--- config.mk ---
export PLATFORM = sky130hd
export DESIGN_NAME = alu_issue_stage
export DESIGN_NICKNAME = d
export VERILOG_FILES = /design/src/rtl/alu_issue_stage.sv
export SDC_FILE = /design/constraint.sdc
export NUM_CORES = 1
export LEC_CHECK = 0
export ABC_CLOCK_PERIOD_IN_PS = 2200
export CORE_ASPECT_RATIO = 1.5
export CORE_MARGIN = 2
export CORE_UTILIZATION = 40
export CTS_CLUSTER_SIZE = 8
export DETAILED_ROUTE_END_ITERATION = 10
export GPL_ROUTABILITY_DRIVEN = 0
export PLACE_DENSITY_LB_ADDON = 0.12
export SLEW_MARGIN = 5
export SYNTH_ARGS = -nofsm -noshare
export SYNTH_HDL_FRONTEND = slang
export SYNTH_SLANG_ARGS = --single-unit
export TNS_END_PERCENT = 50
--- constraint.sdc ---
create_clock -name clk_i -period 2.2 [get_ports clk_i]
set_input_delay 0.22 -clock clk_i [delete_from_list [all_inputs] [get_ports clk_i]]
set_output_delay 0.22 -clock clk_i [all_outputs]
set_load 0.02 [all_outputs]
--- src/rtl/alu_issue_stage.sv ---
// alu_issue_stage: ID/EX issue register for the EX ALU. Operand forwarding is added by ALU_ISSUE_FORWARD_EN.
// Latency 1 cycle. A mul is held for MUL_LATENCY cycles with busy_o asking upstream to stall; stall_i holds the entry.
module alu_issue_stage #(
    parameter int MUL_LATENCY = 3
) (
    input  logic        clk_i,
    input  logic        rst_i,
    input  logic        valid_i,
    input  logic        stall_i,
    input  logic        flush_i,
    input  logic [1:0]  ALUOp_i,
    input  logic [5:0]  funct_i,
    input  logic        ALUSrc_i,
    input  logic [31:0] RSdata_i,
    input  logic [31:0] RTdata_i,
    input  logic [31:0] imm_i,
`ifdef ALU_ISSUE_FORWARD_EN
    input  logic [1:0]  fwdA_i,
    input  logic [1:0]  fwdB_i,
    input  logic [31:0] EXMEM_data_i,
    input  logic [31:0] MEMWB_data_i,
`endif
    output logic [31:0] data1_o,
    output logic [31:0] data2_o,
    output logic [2:0]  ALUCtrl_o,
    output logic [31:0] RTdata_o,
    output logic        valid_o,
    output logic        busy_o,
    output logic        done_o,
    output logic        illegal_o
);

    localparam logic [2:0] CTRL_AND = 3'b000;
    localparam logic [2:0] CTRL_OR  = 3'b001;
    localparam logic [2:0] CTRL_ADD = 3'b010;
    localparam logic [2:0] CTRL_SUB = 3'b011;
    localparam logic [2:0] CTRL_MUL = 3'b100;

    // A single-cycle mul never opens a hold window.
    localparam logic [3:0] MUL_CNT_INIT = (MUL_LATENCY > 1) ? 4'(MUL_LATENCY - 1) : 4'd0;

    logic [2:0]  enc_ctrl;
    logic        enc_illegal;

    logic        valid_q,   valid_d;
    logic [2:0]  ctrl_q,    ctrl_d;
    logic        illegal_q, illegal_d;
    logic [3:0]  cnt_q,     cnt_d;
    logic [31:0] rs_q,      rs_d;
    logic [31:0] rt_q,      rt_d;
`ifdef ALU_ISSUE_FORWARD_EN
    logic [31:0] imm_q,     imm_d;
    logic        alusrc_q,  alusrc_d;
    logic [31:0] rs_fwd;
    logic [31:0] rt_fwd;
`else
    logic [31:0] op2_q,     op2_d;
`endif

    logic busy;
    logic hold;

    assign busy = (cnt_q != 4'd0);
    assign hold = stall_i | busy;

    always_comb begin
        enc_ctrl    = CTRL_ADD;
        enc_illegal = 1'b0;
        case (ALUOp_i)
            2'b00: enc_ctrl = CTRL_ADD;
            2'b01: enc_ctrl = CTRL_SUB;
            2'b10: begin
                case (funct_i)
                    6'h24:   enc_ctrl = CTRL_AND;
                    6'h25:   enc_ctrl = CTRL_OR;
                    6'h20:   enc_ctrl = CTRL_ADD;
                    6'h22:   enc_ctrl = CTRL_SUB;
                    6'h18:   enc_ctrl = CTRL_MUL;
                    default: enc_illegal = 1'b1;
                endcase
            end
            default: enc_illegal = 1'b1;
        endcase
    end

    always_comb begin
        valid_d   = valid_q;
        ctrl_d    = ctrl_q;
        illegal_d = illegal_q;
        rs_d      = rs_q;
        rt_d      = rt_q;
`ifdef ALU_ISSUE_FORWARD_EN
        imm_d     = imm_q;
        alusrc_d  = alusrc_q;
`else
        op2_d     = op2_q;
`endif
        // The mul window keeps counting down even while the entry is stalled.
        cnt_d     = busy ? (cnt_q - 4'd1) : cnt_q;

        if (flush_i) begin
            valid_d   = 1'b0;
            ctrl_d    = CTRL_AND;
            illegal_d = 1'b0;
            cnt_d     = 4'd0;
        end else if (!hold) begin
            valid_d   = valid_i;
            ctrl_d    = valid_i ? enc_ctrl : CTRL_AND;
            illegal_d = valid_i & enc_illegal;
            rs_d      = RSdata_i;
            rt_d      = RTdata_i;
`ifdef ALU_ISSUE_FORWARD_EN
            imm_d     = imm_i;
            alusrc_d  = ALUSrc_i;
`else
            op2_d     = ALUSrc_i ? imm_i : RTdata_i;
`endif
            cnt_d     = (valid_i && (enc_ctrl == CTRL_MUL)) ? MUL_CNT_INIT : 4'd0;
        end
    end

    always_ff @(posedge clk_i) begin
        if (rst_i) begin
            valid_q   <= 1'b0;
            ctrl_q    <= CTRL_AND;
            illegal_q <= 1'b0;
            cnt_q     <= 4'd0;
            rs_q      <= 32'd0;
            rt_q      <= 32'd0;
`ifdef ALU_ISSUE_FORWARD_EN
            imm_q     <= 32'd0;
            alusrc_q  <= 1'b0;
`else
            op2_q     <= 32'd0;
`endif
        end else begin
            valid_q   <= valid_d;
            ctrl_q    <= ctrl_d;
            illegal_q <= illegal_d;
            cnt_q     <= cnt_d;
            rs_q      <= rs_d;
            rt_q      <= rt_d;
`ifdef ALU_ISSUE_FORWARD_EN
            imm_q     <= imm_d;
            alusrc_q  <= alusrc_d;
`else
            op2_q     <= op2_d;
`endif
        end
    end

`ifdef ALU_ISSUE_FORWARD_EN
    // Select code 11 falls back to the registered value, same as 00.
    always_comb begin
        case (fwdA_i)
            2'b10:   rs_fwd = EXMEM_data_i;
            2'b01:   rs_fwd = MEMWB_data_i;
            default: rs_fwd = rs_q;
        endcase
        case (fwdB_i)
            2'b10:   rt_fwd = EXMEM_data_i;
            2'b01:   rt_fwd = MEMWB_data_i;
            default: rt_fwd = rt_q;
        endcase
    end

    assign data1_o  = rs_fwd;
    assign data2_o  = alusrc_q ? imm_q : rt_fwd;
    assign RTdata_o = rt_fwd;
`else
    assign data1_o  = rs_q;
    assign data2_o  = op2_q;
    assign RTdata_o = rt_q;
`endif

    assign ALUCtrl_o = ctrl_q;
    assign valid_o   = valid_q;
    assign illegal_o = illegal_q;
    assign busy_o    = busy;
    assign done_o    = valid_q & ~busy;

endmodule

==> results.yml <==
synthesis:
  async_reset_ff_share_pct: 0
  synth_top_area_cell: "dfxtp_1"
  synthesis.area_um2: 4290
  ys_seq_elements: 105
  ys_types: 33
  synthTopCellsByArea: "dfxtp_1, nand2_1, a21oi_1"
  synth_top_area_share_pct: 49.0
  ys_warn_count: 0
  synth_top_flop_cell: "dfxtp_1"
  syn_area_per_cell_um2: 8.69
  synth_cells: 494
  synth_edf_count: 0
  yosysSeqAreaShare_pct: 49.0
  syn_nets: 609
die:
  die_x_um: 88.6
  rows: 46
  initial_utilization_pct: 40.7
  die_y_um: 131
  dieArea_um2: 11600
  core_um2: 10500
  io_pins: 213
final_layout:
  fin_area_um2: 6890
  drive_gt1_share_pct: 8.84
  fin_cells: 845
  antenna_cells: 0
  area_delta_synth_final_pct: 60.5
  final_cell_mix: "clkdlybuf4s50_1, nand2_1, dfxtp_1"
  mostFrequentLayoutCell: "clkdlybuf4s50_1"
  nNetsFinal: 811
power_and_ir_drop:
  power_density_nw_per_um2: 998
  power_leakage_uw: 0.00257
  power_uw: 6870
  vdd_ir_drop_max_v: 0.000574
worst_setup_path:
  cp_cell_sequence: "inv_1, ha_1, or4b_1, nor2_4, buf_12, buf_12, nor2_1, a211oi_1"
  cp_top_family: "simple AND/OR/NAND/NOR gates"
  cp_num_buf_inv: 3
  cpPeakStageDelay_ns: 0.52
  slowest_stage: "or4b_1"
  worstPathMaxFanout: 25
  crit_required_ns: 2.45
  crit_type: "flip-flop to flip-flop"
  cp-end-kind: "flip-flop"
  critPathLaunchType: "flip-flop"
  path_common_cell: "buf_12"
  arrival_ns: 2.25
placed_design:
  pre_cts_slack_ns: 0.125
  port-buffer-count: 212
  dpl-instance-area_um2: 6570
  dp_cells: 829
  hpwl_um: 9440
global_route:
  antenna_found_initial: 0
  grt_max_degree: 44
  first_global_vias: 3854
  grt_pass1_wl_um: 18600
  grt_remaining_overflow: 0
  grt_use_total_pct: 20.6
clock_tree:
  cts_setup_buffers: 0
  worstSkewPairLatency_ns: 0.34
  post_cts_resized: 2
  cts-buffers-inserted: 9
  ctsLongestPathBuffers: 2
  cts-root-buf: "clkbuf_16"
  clk_pin_slew_ns: 0.07
  holdBufCountCts: 0
  htree_levels: 3
  cts_num_sinks: 105
  cts_tree: "yes"
timing:
  fin_ws_ns: 0.203
  worstMarginPinSlew_ns: 0.550
  drv_slew: 0
  finalSetupTns_ns: 0
  skew_ns: 0.00499
  rsz0062_at_grt: "false"
  setup_viol: 0
  period_share_pct: 90.8
  slew_headroom_pct: 62.9
  min_period_ns: 2.00
  hold_viol: 0
  fmax_mhz: 501
route:
  drt-total-wl_um: 12300
  via_count: 4090
  vias_per_cell: 4.84
  drc_errors: 0
  drt_iter0_markers: 122
  drt-pass1-iter-count: 4
  wl_per_cell_um: 14.5
  ant_nets: 0
worst_hold_path:
  hp-class: "input pin to flip-flop"
run_status:
  outcome: "finished clean"
job:
  maxCapViolCount: 0
==> where the power goes <==
group / internal (uW) / switching (uW)
clock network: 1000 / 697
registers: 2250 / 183
logic: 1280 / 1460
total: 4530 / 2340
==> cell type report <==
type                            count  area [um^2]
Sequential cell                   105         2100
Clock inverter                      6         91.3
Inverter                            6         22.5
Tap cell                          144          180
Clock buffer                       10          229
Fill cell                         909         3650
Multi-Input combinational cell    345         1970
Timing Repair Buffer              229         2290
==> final timing paths <==
| kind | start | to | slack (ns) | cells past startpoint |
|---|---|---|---|---|
| min | rst_i | data1_o[8] | 0.29 | 2 |
| max | cnt_q[0] | data2_o[4] | 0.20 | 8 |
| max reg2reg | cnt_q[0] | data2_o[4] | 0.20 | 8 |
| min reg2reg | RTdata_o[29] | RTdata_o[29] | 0.45 | 2 |
==> stage by stage <==
stage	utilization (%)	hold slack, ns
2_1_floorplan	-	0.356
3_3_place_gp	62.4	0.441
3_5_place_dp	62.4	0.446
4_1_cts	65.4	0.279
5_1_grt	65.4	0.301
6_report	65.4	0.290
==> registers in the layout, summed over array words and instances, names as in the netlist <==
name,flops
data1_o,32
valid_o,1
data2_o,32
RTdata_o,32
ALUCtrl_o,3
illegal_o,1
cnt_q,4
==> cell families after synthesis <==
group,count (synthesis),share of synthesized area (%)
multiplexers,32,7.46
AO/OA/AOI/OAI,109,17.7
XOR/XNOR,2,0.408
buffers and inverters,44,5.25
flip-flops,105,49.0
adder cells (fa/ha/maj),5,1.46
AND/OR/NAND/NOR,197,18.8
==> Yosys cell counts (all sizes together) (2+ instances only) <==
| library cell | count |
|---|---|
| clkbuf | 22 |
| nor2 | 39 |
| a31oi | 4 |
| xnor2 | 2 |
| buf | 16 |
| nand2b | 3 |
| ha | 5 |
| a21oi | 69 |
| nor3b | 2 |
| nand3 | 4 |
| inv | 6 |
| mux2i | 32 |
| nor4 | 2 |
| dfxtp | 105 |
| nand2 | 139 |
| a211oi | 32 |
==> per-layer routing <==
layer	global-route usage (%)	up-vias	part of all wire, %
met2	34.9	140	51
met5	0	-	0
met4	10.7	0	3.6
met1	22.4	1855	37
met3	7.16	30	7.7
li1	-	2065	-
==> worst register-to-register path, stage by stage, from the launching register on <==
cell and delay (ns):
dfxtp_1 0.32, inv_1 0.10, ha_1 0.20, or4b_1 0.52, nor2_4 0.17, buf_12 0.16, buf_12 0.17, nor2_1 0.06
a211oi_1 0.21
Power figures use the tool's default switching activity.
